### config.mk
export PLATFORM = sky130hd
export DESIGN_NAME = slice_rmw_controller_flat
export DESIGN_NICKNAME = d
export VERILOG_FILES = /design/src/rtl/slice_rmw_pkg.sv /design/src/rtl/slice_rmw_controller_if.sv /design/src/rtl/slice_rmw_arbiter.sv /design/src/rtl/slice_rmw_controller.sv /design/src/flat_wrapper.sv
export SDC_FILE = /design/constraint.sdc
export NUM_CORES = 1
export LEC_CHECK = 0
export CAP_MARGIN = 10
export CORE_MARGIN = 5
export CORE_UTILIZATION = 35
export DETAILED_ROUTE_END_ITERATION = 7
export PLACE_DENSITY = 0.62
export SLEW_MARGIN = 20
export SYNTH_ARGS = -nofsm -noshare
export SYNTH_HDL_FRONTEND = slang
export SYNTH_SLANG_ARGS = --single-unit
### constraint.sdc
create_clock -name clk -period 2.65 [get_ports clk]
set_input_delay 0.53 -clock clk [delete_from_list [all_inputs] [get_ports clk]]
set_output_delay 0.53 -clock clk [all_outputs]
set_load 0.02 [all_outputs]
### src/rtl/slice_rmw_pkg.sv
// Shared types and helpers for the slice read-modify-write controller.
// The optional address range check is enabled with SLICE_RMW_ERR_EN.
package slice_rmw_pkg;

  localparam int LANE_W    = 16;
  localparam int NUM_LANES = 4;

  typedef struct packed {
    bit [31:0] hi;
    bit [31:0] lo;
  } packed_word_t;

  typedef enum logic [2:0] {IDLE, READ, MODIFY, WRITE, RESP} state_t;

  // Replace one 16-bit lane of a word, leaving the other lanes untouched.
  function automatic packed_word_t set_lane(packed_word_t word, logic [1:0] lane,
                                            logic [LANE_W-1:0] data);
    logic [NUM_LANES*LANE_W-1:0] flat;
    flat = word;
    flat[lane*LANE_W +: LANE_W] = data;
    return packed_word_t'(flat);
  endfunction

endpackage

### src/rtl/slice_rmw_controller_if.sv
// Request/response bus between the two slice clients and the RMW controller.
// rsp_err exists only when SLICE_RMW_ERR_EN is defined.
interface slice_rmw_controller_if #(
  parameter int AW = 3
);
  logic [1:0]      req_valid;
  logic [1:0]      req_ready;
  logic [1:0]      req_write;
  logic [2*AW-1:0] req_addr;
  logic [3:0]      req_lane;
  logic [31:0]     req_data;
  logic            rsp_valid;
  logic            rsp_ready;
  logic            rsp_id;
  logic [63:0]     rsp_data;
  logic            busy;
`ifdef SLICE_RMW_ERR_EN
  logic            rsp_err;

  modport master (
    output req_valid, req_write, req_addr, req_lane, req_data, rsp_ready,
    input  req_ready, rsp_valid, rsp_id, rsp_data, busy, rsp_err
  );

  modport slave (
    input  req_valid, req_write, req_addr, req_lane, req_data, rsp_ready,
    output req_ready, rsp_valid, rsp_id, rsp_data, busy, rsp_err
  );
`else
  modport master (
    output req_valid, req_write, req_addr, req_lane, req_data, rsp_ready,
    input  req_ready, rsp_valid, rsp_id, rsp_data, busy
  );

  modport slave (
    input  req_valid, req_write, req_addr, req_lane, req_data, rsp_ready,
    output req_ready, rsp_valid, rsp_id, rsp_data, busy
  );
`endif
endinterface

### src/rtl/slice_rmw_arbiter.sv
// Two-way round-robin arbiter; the pointer flips to the other index on every accept.
module slice_rmw_arbiter (
  input  logic       clk,
  input  logic       rst_n,
  input  logic [1:0] req_i,
  input  logic       advance_i,
  output logic [1:0] gnt_o,
  output logic       gnt_idx_o
);

  logic rr_q, rr_d;

  // Contention follows the pointer; a lone requester wins regardless of it.
  always_comb begin
    gnt_idx_o = 1'b0;
    if (req_i == 2'b11) begin
      gnt_idx_o = rr_q;
    end else if (req_i[1]) begin
      gnt_idx_o = 1'b1;
    end
    rr_d = advance_i ? ~rr_q : rr_q;
  end

  assign gnt_o = (req_i == 2'b00) ? 2'b00 : (gnt_idx_o ? 2'b10 : 2'b01);

  always_ff @(posedge clk or negedge rst_n) begin
    if (!rst_n) begin
      rr_q <= 1'b0;
    end else begin
      rr_q <= rr_d;
    end
  end

endmodule

### src/rtl/slice_rmw_controller.sv
// Shared 64-bit word bank with per-lane read-modify-write for two requesters.
// Define SLICE_RMW_ERR_EN to flag out-of-range addresses instead of wrapping them.
module slice_rmw_controller
  import slice_rmw_pkg::*;
#(
  parameter int          DEPTH     = 8,
  parameter logic [63:0] INIT_WORD = 64'hFEDC_BA98_7654_3210
) (
  input logic                   clk,
  input logic                   rst_n,
  slice_rmw_controller_if.slave bus
);

  localparam int AW = $clog2(DEPTH);

  state_t       state_q, state_d;
  logic [1:0]   gnt;
  logic         gnt_idx;
  logic         accept;
  logic         id_q, id_d;
  logic         write_q, write_d;
  logic [AW-1:0] addr_q, addr_d;
  logic [1:0]   lane_q, lane_d;
  logic [15:0]  wdata_q, wdata_d;
  logic         err_q, err_d;
  packed_word_t rd_q, rd_d;
  packed_word_t rsp_data_q, rsp_data_d;
  logic         bank_we;
  logic [AW-1:0] sel_addr;
  logic [1:0]   sel_lane;
  logic [15:0]  sel_data;
  logic         sel_err;
  packed_word_t bank_q [DEPTH];

  slice_rmw_arbiter u_arb (
    .clk       (clk),
    .rst_n     (rst_n),
    .req_i     (bus.req_valid),
    .advance_i (accept),
    .gnt_o     (gnt),
    .gnt_idx_o (gnt_idx)
  );

  assign bus.req_ready = (state_q == IDLE) ? gnt : 2'b00;
  assign accept        = |(bus.req_valid & bus.req_ready);

  assign sel_addr = gnt_idx ? bus.req_addr[2*AW-1:AW] : bus.req_addr[AW-1:0];
  assign sel_lane = gnt_idx ? bus.req_lane[3:2]       : bus.req_lane[1:0];
  assign sel_data = gnt_idx ? bus.req_data[31:16]     : bus.req_data[15:0];

`ifdef SLICE_RMW_ERR_EN
  localparam logic [AW:0] DEPTH_W = (AW+1)'(DEPTH);
  assign sel_err = ({1'b0, sel_addr} >= DEPTH_W);
`else
  assign sel_err = 1'b0;
`endif

  // One operation in flight: capture on accept, read, patch, optionally write back, respond.
  always_comb begin
    state_d    = state_q;
    id_d       = id_q;
    write_d    = write_q;
    addr_d     = addr_q;
    lane_d     = lane_q;
    wdata_d    = wdata_q;
    err_d      = err_q;
    rd_d       = rd_q;
    rsp_data_d = rsp_data_q;
    bank_we    = 1'b0;
    unique case (state_q)
      IDLE: begin
        if (accept) begin
          state_d = READ;
          id_d    = gnt_idx;
          write_d = bus.req_write[gnt_idx];
          addr_d  = sel_addr;
          lane_d  = sel_lane;
          wdata_d = sel_data;
          err_d   = sel_err;
        end
      end
      READ: begin
        rd_d    = bank_q[addr_q];
        state_d = MODIFY;
      end
      MODIFY: begin
        if (err_q) begin
          rsp_data_d = '0;
        end else if (write_q) begin
          rsp_data_d = set_lane(rd_q, lane_q, wdata_q);
        end else begin
          rsp_data_d = rd_q;
        end
        state_d = (write_q && !err_q) ? WRITE : RESP;
      end
      WRITE: begin
        bank_we = 1'b1;
        state_d = RESP;
      end
      RESP: begin
        if (bus.rsp_ready) begin
          state_d = IDLE;
        end
      end
      default: state_d = IDLE;
    endcase
  end

  always_ff @(posedge clk or negedge rst_n) begin
    if (!rst_n) begin
      state_q    <= IDLE;
      id_q       <= 1'b0;
      write_q    <= 1'b0;
      addr_q     <= '0;
      lane_q     <= '0;
      wdata_q    <= '0;
      err_q      <= 1'b0;
      rd_q       <= '0;
      rsp_data_q <= '0;
    end else begin
      state_q    <= state_d;
      id_q       <= id_d;
      write_q    <= write_d;
      addr_q     <= addr_d;
      lane_q     <= lane_d;
      wdata_q    <= wdata_d;
      err_q      <= err_d;
      rd_q       <= rd_d;
      rsp_data_q <= rsp_data_d;
    end
  end

  // Reset restores every word, so an aborted write leaves no trace.
  always_ff @(posedge clk or negedge rst_n) begin
    if (!rst_n) begin
      for (int i = 0; i < DEPTH; i++) begin
        bank_q[i] <= packed_word_t'(INIT_WORD);
      end
    end else if (bank_we) begin
      bank_q[addr_q] <= rsp_data_q;
    end
  end

  assign bus.rsp_valid = (state_q == RESP);
  assign bus.rsp_id    = id_q;
  assign bus.rsp_data  = rsp_data_q;
  assign bus.busy      = (state_q != IDLE);
`ifdef SLICE_RMW_ERR_EN
  assign bus.rsp_err   = err_q;
`endif

endmodule

### src/flat_wrapper.sv
// flat-port wrapper written by rule: the top's interface ports become plain ports
module slice_rmw_controller_flat import slice_rmw_pkg::*;
#(
  parameter int          DEPTH     = 8,
  parameter logic [63:0] INIT_WORD = 64'hFEDC_BA98_7654_3210
)
  (clk, rst_n, bus_req_valid, bus_req_write, bus_req_addr, bus_req_lane, bus_req_data, bus_rsp_ready, bus_req_ready, bus_rsp_valid, bus_rsp_id, bus_rsp_data, bus_busy);
  slice_rmw_controller_if #(.AW(($clog2(DEPTH)))) bus_i ();
  input logic clk;
  input logic rst_n;
  input wire logic [$bits(bus_i.req_valid)-1:0] bus_req_valid;
  input wire logic [$bits(bus_i.req_write)-1:0] bus_req_write;
  input wire logic [$bits(bus_i.req_addr)-1:0] bus_req_addr;
  input wire logic [$bits(bus_i.req_lane)-1:0] bus_req_lane;
  input wire logic [$bits(bus_i.req_data)-1:0] bus_req_data;
  input wire logic [$bits(bus_i.rsp_ready)-1:0] bus_rsp_ready;
  output wire logic [$bits(bus_i.req_ready)-1:0] bus_req_ready;
  output wire logic [$bits(bus_i.rsp_valid)-1:0] bus_rsp_valid;
  output wire logic [$bits(bus_i.rsp_id)-1:0] bus_rsp_id;
  output wire logic [$bits(bus_i.rsp_data)-1:0] bus_rsp_data;
  output wire logic [$bits(bus_i.busy)-1:0] bus_busy;
  assign bus_i.req_valid = bus_req_valid;
  assign bus_i.req_write = bus_req_write;
  assign bus_i.req_addr = bus_req_addr;
  assign bus_i.req_lane = bus_req_lane;
  assign bus_i.req_data = bus_req_data;
  assign bus_i.rsp_ready = bus_rsp_ready;
  assign bus_req_ready = bus_i.req_ready;
  assign bus_rsp_valid = bus_i.rsp_valid;
  assign bus_rsp_id = bus_i.rsp_id;
  assign bus_rsp_data = bus_i.rsp_data;
  assign bus_busy = bus_i.busy;
  slice_rmw_controller #(.DEPTH(DEPTH), .INIT_WORD(INIT_WORD)) u_core (.clk(clk), .rst_n(rst_n), .bus(bus_i));
endmodule
; After elaboration in Yosys (flattened, before gate mapping)
; Cells that the tools add are included.
[totals]
in_bits = 49
register_bits = 667
word_cells = 73
[classes]
muxes = 23
n_eq_ne = 7
addsub = 1
n_bitwise = 3
reduce_logical = 7
order_cmp = 3
n_shift = 2
[op_table]
columns = op, n
row1 = $bwmux 512, 1
row2 = $mux 64, 4
row3 = $bmux 64 s3, 1
row4 = $demux 64 s3, 1
row5 = $bwmux 64, 1
row6 = $shift 16x34->64 const A, 1
row7 = $shiftx 16x34->64, 1
row8 = $neg 6->34, 1
row9 = $mux 16, 1
row10 = $pmux 3 s5, 1
row11 = $mux 3, 4
row12 = $mux 2, 4
row13 = $eq 3x2->1 const B, 2
row14 = $mux 1, 5
row15 = $ge 4x4->1 const B, 1
row16 = $lt 4x1->1 const B, 1
row17 = $ne 2x2->1 const B, 2
row18 = $not 3->4, 1
row19 = $reduce_and 2->1, 2
row20 = $eq 3x1->1 const B, 1
row21 = $eq 3x3->1 const B, 1
row22 = $logic_not 3->1, 1
row23 = $reduce_bool 3->1, 1
row24 = $and 2x2->2, 1
row25 = other kinds (6), 6

; Depth between registers and ports, before layout
; Gate-level depths: netlist of the first run.
[logic_depth]
ltp_word = 9
mapped_depth = 8
ltp_nobuf = 5

; By module
; From an unflattened synthesis of the first run, not the netlist that was laid out.
[hier_totals]
hier_cells = 2212
hier_area_um2 = 29771.1
[by_module_without_submodules]
columns = module, cells_per_inst, area_per_inst_um2, instances
row1 = slice_rmw_controller, 2206, 29711.0, 1
row2 = slice_rmw_arbiter, 6, 60.1, 1

; Worst setup path after synthesis of the first run
; OpenSTA, ideal clock, no wires.
[synth_path]
path_kind = reg2reg
start = reg u_core.lane_q[0]
end = reg u_core.rsp_data_q, in the netlist u_core.bus.rsp_data[10]
period_less_slack_ns = 2.278
required_time_ns = 2.573
arrival_ns = 2.200
setup_time_ns = 0.077
stages_incl_launch_ff = 9
setup_slack_ns = 0.372
cell_sequence = dfrtp_1 -> clkinv_1 -> clkbuf_1 -> ha_1 -> and4b_1 -> clkbuf_1 -> clkbuf_1 -> a32oi_1 -> a21oi_1
[synth_between]
elab_chain_len = 4
elab_cells_between_ends = 5
cone_classes = 1 x add/sub / 2 x shift / 2 x mux
[synth_lines]
columns = item, line_no
row1 = start: declaration, slice_rmw_controller.sv:23  ; logic [1:0] lane_q, lane_d;
row2 = start signal: assignment, slice_rmw_controller.sv:125  ; lane_q <= lane_d;
row3 = $neg 6->34 (*), slice_rmw_pkg.sv:20  ; flat[lane*LANE_W +: LANE_W] = data;
row4 = $shiftx 16x34->64 or $shift 16x34->64 (tied branches), slice_rmw_pkg.sv:20
row5 = $bwmux 64 (*), slice_rmw_pkg.sv:20
row6 = $mux 64 (*), slice_rmw_controller.sv:89  ; end else if (write_q) begin
row7 = end signal: assignment, slice_rmw_controller.sv:129  ; rsp_data_q <= rsp_data_d;
row8 = end: declaration, slice_rmw_controller.sv:27  ; packed_word_t rsp_data_q, rsp_data_d;
; Every way passes the cells marked *; elsewhere a longest branch is shown, timed or not.
; A chain may end at the register's enable or synchronous reset.

; Worst setup path in the final report of the first run
[layout_path]
start = reg u_core.state_q[2]
end = out bus_req_ready[0]
[layout_between]
elab_chain_len = 2
[layout_lines]
columns = item, line_no
row1 = start: declaration, slice_rmw_controller.sv:16  ; state_t state_q, state_d;
row2 = start signal: assignment, slice_rmw_controller.sv:121  ; state_q <= state_d;
row3 = $logic_not 3->1, slice_rmw_controller.sv:44  ; assign bus.req_ready = (state_q == IDLE) ? gnt : 2'b00;
row4 = $mux 2, slice_rmw_controller.sv:44
row5 = end: declaration, flat_wrapper.sv:17  ; output wire logic [$bits(bus_i.req_ready)-1:0] bus_req_ready;
; Every way passes these cells.

==> results of run 1 <==
-- metal layers --
metal,global-route usage [%],vias to the layer above,routed length [um]
met5,0,-,0
met4,6.01,0,2550
met3,3.14,140,4690
met2,30.1,531,39700
met1,25.0,10123,37500
li1,-,8431,-
-- sequential cells by signal (all words and copies together) (netlist names), 2 cells and up --
| name | flops |
|---|---|
| u_core.wdata_q | 16 |
| u_core.addr_q | 3 |
| u_core.lane_q | 2 |
| u_core.rd_q | 64 |
| u_core.state_q | 3 |
| u_core.bank_q | 512 |
| u_core.bus.rsp_data | 64 |
-- cells by family (layout without fill, tap and decap cells) --
logic type      Yosys count  after routing  synth area share (%)
xor+xnor                  1              1                0.0291
buf+inv                 179            335                  3.07
simple gates            191            191                  3.08
mux                     768            768                  27.7
flops                   667            667                  56.5
compound gates          398            398                  9.48
fa+ha+maj                 5              5                 0.208
-- cell type report --
cell class                 instances  area, um^2  share of cell area, %
clock buffer                     113        2110                   5.99
multi-input combinational       1363       12300                   34.9
tap                             1144        1430                   4.07
clock inverter                    10         104                  0.295
sequential                       667       17000                   48.4
inverter                           7        26.3                 0.0747
timing repair buffer             205        2220                   6.31
-- synthesized netlist by cell type, types with 20 or more instances --
library cell	number
clkbuf_1	65
o21ai_0	22
mux2i_1	256
mux2_2	461
dfrtp_1	411
o211ai_1	22
dfstp_2	256
o22a_1	128
a32oi_1	52
nor2_1	130
nand2_1	20
a21oi_1	74
a31oi_1	98
mux2_1	51
buf_2	82
-- per-stage QoR --
| stage | hold WS (ns) | setup TNS, ns | setup WS (ns) | instance area [um^2] |
|---|---|---|---|---|
| detailed placement | 0.462 | -0.501 | -0.501 | 32900 |
| floorplan | 0.234 | 0 | 0.372 | 30100 |
| global route | 0.497 | 0 | 0.0399 | 35200 |
| finish | 0.470 | 0 | 0.136 | 35200 |
| CTS | 0.475 | 0 | 0.00769 | 35200 |
| global placement | 0.461 | -0.537 | -0.516 | 32900 |
-- cell usage in the layout (no fill, tap or decap), types with 3 or more instances in the layout --
cell type        count
a32oi_1             52
mux2_1              51
nor2_1             129
nand2b_4             5
nor3b_2              3
o22a_1             128
a31oi_1             98
dfrtp_1            410
clkdlybuf4s50_1    112
clkbuf_16           73
nand4b_1            12
buf_12              31
clkbuf_8            13
nor2_4               5
a21oi_1             74
mux2_2             461
nand2_1             19
mux2i_1            256
buf_4               57
dfstp_2            256
clkinv_2             7
ha_1                 5
inv_1                6
clkbuf_1            27
o211ai_1            22
o21ai_0             22
-- worst register-to-register path: cells and delay by family, from the launching register on --
kind	cells	cell delay (ns)
buffers and inverters	1	0.28
AND/OR/NAND/NOR	2	0.77
multiplexers	1	0.34
flip-flops	1	0.56
-- where the power goes --
group / internal, uW / switching [uW] / total, uW
combinational: 7380 / 8470 / 15800
sequential: 15200 / 3880 / 19000
clock: 5620 / 3880 / 9500
total: 28100 / 16200 / 44400
-- path summary, 6_finish.rpt --
kind                                                 from                        endpoint  slack (ns)  depth (start not counted)
max                         u_core.state_q[2]$_DFFE_PN0P_                bus_req_ready[0]        0.14                          5
min                                                 rst_n  u_core.bank_q[360]$_DFFE_PN0P_        0.47                          2
max reg2reg                  u_core.addr_q[0]$_DFFE_PN0P_  u_core.bank_q[208]$_DFFE_PN0P_        0.57                          4
min reg2reg                u_core.bank_q[106]$_DFFE_PN0P_  u_core.bank_q[106]$_DFFE_PN0P_        0.49                          1
max in group asynchronous                           rst_n  u_core.bank_q[333]$_DFFE_PN1P_        1.27                          4
min in group clk           u_core.bank_q[106]$_DFFE_PN0P_  u_core.bank_q[106]$_DFFE_PN0P_        0.49                          1
-- timing repair --
item,CTS,global route
endpoints found under the hold margin,23,0
hold buffers,1,0
pin swaps,2,0
buffers inserted,1,0
endpoints found under the setup margin,4,1
resized for setup,9,2
==> results.cfg, run 1 <==
[floorplanning]
die_x_um = 303
ioPinCount = 118
coreArea_um2 = 85300
rows = 107
start_util_pct = 35.3
die_h_um = 303
dieArea_um2 = 92000

[logic_synthesis]
synth_top_cell_area_share_pct = 34.2
synth.distinct_cells = 41
synthesis.nets = 2263
yosys-top-cells-area = dfrtp_1 34%, dfstp_2 22%, mux2_2 17%
yosys.area.top_type = dfrtp_1
async_flop_share_pct = 100
syn_area_um2 = 30100
ys_ff_latch = 667
synth_ff_type = dfrtp_1
yosysWarningCount = 0
synthCells = 2209
synth_edf_count = 0
synth_seq_area_share_pct = 56.5
syn_area_per_cell_um2 = 13.6

[global_routing]
grt_pass1_wl_um = 130000
grtUsageTotal_pct = 18.4
grt_pass1_vias = 20548
grt_overflow = 0
antenna_found_initial = 0
grt_max_degree = 89

[worst_setup_path]
worst_setup_path_start_kind = flop
worstPathArrival_ns = 1.98
cp-end-kind = output pin
slowest_delay_ns = 0.41
setup.worst_path.class = reg -> out
worst-path-buf-inv = 2
path_delay_family = simple AND/OR/NAND/NOR gates
slowest_stage = dfrtp_1
crit_top_cell = buf_4
crit_required_ns = 2.12
crit_chain = nor3_4, nand2_1, nor2_4, buf_4, buf_4
crit_fanout = 3

[power]
ir_worst_vdd_mv = 0.882
p_total_uw = 44400
p_per_area_nw_per_um2 = 1260
power_leakage_uw = 0.0152

[timing]
finalHoldViolations = 0
period_share_pct = 94.9
slew-limit-headroom_pct = 38.8
rsz0062_at_grt = no
fmax_ghz = 0.398
setup_viol = 0
maxSlewViolCount = 0
period_needed_ns = 2.51
tightest_slew_ns = 0.919
fin_skew_ns = 0.0168

[hold_path]
hp-class = in -> async

[final_layout]
final_nets = 2367
num_antenna_cells = 0
area_delta_synth_final_pct = 16.7
final_util_pct = 41.2
fillCellCount = 7763
final_cells = 3509
drive_above_1_share_pct = 39.1

[drt]
firstDrtPassIters = 7
viasPerCell = 5.48
wl_per_cell_um = 24.1
routed_wl_um = 84500
antenna_left = 0
drcViolationCount = 0
initialDrtViolationCount = 1107
vias = 19225

[place]
dp_cells = 3384
gp_congestion = 0.774
io_buffers = 117
dp_hpwl_um = 50500

[clocking]
cts.sinks = 667
clkTransAtPathRegs_ns = 0.06
cts_tree = done
clk_latency_ns = 0.60
numCtsBuffers = 69
htreeDepth = 3
clockBufferDepth = 3
cts_root_buffer = clkbuf_16

[outcome]
status = finished clean

[run]
cap_violations = 0
No activity file was read; power rests on OpenSTA's default activity.
==> inputs of run 2 (changes only) <==
--- a/config.mk
+++ b/config.mk
@@ -9,7 +9,8 @@
 export CORE_MARGIN = 5
 export CORE_UTILIZATION = 35
 export DETAILED_ROUTE_END_ITERATION = 7
-export PLACE_DENSITY = 0.62
+export PLACE_DENSITY = 0.56
+export SKIP_CTS_REPAIR_TIMING = 1
 export SLEW_MARGIN = 20
 export SYNTH_ARGS = -nofsm -noshare
 export SYNTH_HDL_FRONTEND = slang
==> constraint.sdc (replaced) <==
create_clock -name clk -period 3.05 [get_ports clk]
set_input_delay 0.61 -clock clk [delete_from_list [all_inputs] [get_ports clk]]
set_output_delay 0.61 -clock clk [all_outputs]
set_load 0.02 [all_outputs]
==> run 2 against run 1 <==
  * Sequential share of layout area shrank 0.21 points
  * Clock power fell by 7.1%
  * Via count shrank 0.48%
  * Sequential power decreased by 13%
  * Critical path type unchanged
==> results.cfg, run 2 (synthesis results as in run 1) <==
[outcome]
status = finished clean

[timing]
finalHoldViolations = 0
fin_skew_ns = 0.0194
slew-limit-headroom_pct = 29.7
setup_ws_ns = 0.256
period_needed_ns = 2.79
period_share_pct = 91.6
fmax_ghz = 0.358
rsz0062_at_grt = no
maxSlewViolCount = 0
totalNegativeSetupSlack_ns = 0
setup_viol = 0
tightest_slew_ns = 1.05

[place]
dp_hpwl_um = 50200
io_buffers = 117
placed_cell_area_um2 = 32900
dp_slack_ns = -0.205
gp_congestion = 0.785

[global_routing]
grt_pass1_wl_um = 130000
grt_max_degree = 109
grt_overflow = 0
antenna_found_initial = 3
grtUsageTotal_pct = 18.5
grt_pass1_vias = 20598

[drt]
initialDrtViolationCount = 1185
viasPerCell = 5.44
drcViolationCount = 0
vias = 19132
wl_per_cell_um = 24.2
firstDrtPassIters = 7
antenna_left = 0
routed_wl_um = 85200

[floorplanning]
die_x_um = 303
start_util_pct = 35.3
coreArea_um2 = 85300
ioPinCount = 118
dieArea_um2 = 92000
die_h_um = 303
rows = 107

[final_layout]
layout_common_cells = 461 x mux2_2, 410 x dfrtp_1, 256 x mux2i_1, 256 x dfstp_2, 129 x nor2_1
largest_reg_flops = 512
area_delta_synth_final_pct = 17.2
final_area_um2 = 35300
top_register = u_core.bank_q
final_common_cell = mux2_2
seq_area_um2 = 17000
final_nets = 2369
drive_above_1_share_pct = 39.5
fillCellCount = 7766
multi_input_area_um2 = 12300

[clocking]
clkTransAtPathRegs_ns = 0.06
clk_latency_ns = 0.61
cts_root_buffer = clkbuf_16
numCtsBuffers = 72
cts.sinks = 667
clockBufferDepth = 3
htreeDepth = 3
cts_tree = done

[power]
p_per_area_nw_per_um2 = 1110
ir_worst_vdd_mv = 0.980
power_leakage_uw = 0.0153

[worst_setup_path]
worst_setup_path_start_kind = flop
cp-end-kind = output pin
worstPathArrival_ns = 2.18
crit_required_ns = 2.44
crit_fanout = 6
setup.worst_path.class = reg -> out

[hold_path]
hp-class = reg -> reg

[run]
cap_violations = 0
## run 2: cell count changes in the layout (fill, tap and decap cells not counted), moves of 3 or more
cell	delta
buf_12	-5
clkbuf_1	-7
buf_4	+3
inv_6	+3
clkinv_2	+4
clkbuf_8	+5
diode_2	+3
## run 2: metal layers
metal  up-vias  track usage (%)  routed length (um)
met1     10116             25.5               38600
met3       118             3.70                4840
li1       8441                -                   -
met5         -                0                   0
met4         0             5.35                2130
met2       457             29.9               39600
## run 2: where the power goes
part           leakage, uW  internal, uW  switching, uW
sequential         0.00782         13200           3400
combinational      0.00626          6370           7300
clock              0.00119          5300           3530
## run 2: worst max-delay path: stages (launching register included)
cell	delay [ns]
dfrtp_1	0.49
inv_1	0.10
nor3_1	0.15
buf_4	0.20
clkdlybuf4s50_1	0.63
## run 2: path summary, 6_finish.rpt
kind	start	cells after the start	slack, ns	end
max	u_core.state_q[2]$_DFFE_PN0P_	4	0.26	bus_rsp_valid
min reg2reg	u_core.bank_q[81]$_DFFE_PN0P_	1	0.49	u_core.bank_q[81]$_DFFE_PN0P_
max in group asynchronous	rst_n	4	1.39	u_core.bank_q[284]$_DFFE_PN1P_
max reg2reg	u_core.state_q[0]$_DFFE_PN0P_	4	0.66	u_core.wdata_q[11]$_DFFE_PN0P_
min	u_core.bank_q[81]$_DFFE_PN0P_	1	0.49	u_core.bank_q[81]$_DFFE_PN0P_
min in group asynchronous	rst_n	2	0.58	u_core.bank_q[184]$_DFFE_PN0P_
## run 2: through the flow
stage | instances | total power (uW) | hold slack (ns) | util, %
2_1_floorplan | 2209 | 24600 | 0.314 | -
3_3_place_gp | 3383 | 29800 | 0.472 | 38.5
3_5_place_dp | 3383 | 30400 | 0.480 | 38.5
4_1_cts | 3515 | 39400 | -0.0555 | 41.4
5_1_grt | 3517 | 41300 | 0.497 | 41.4
6_report | 3520 | 39100 | 0.489 | 41.4
## run 2: area by class of cell
cell class | instances | area share [%]
repair buffers | 204 | 6.12
flip-flops and latches | 667 | 48.2
well taps | 1144 | 4.05
clock buffers | 113 | 6.23
multi-input cells | 1363 | 34.7
diodes | 3 | 0.0213
clock inverters | 19 | 0.592
inverters | 7 | 0.0744
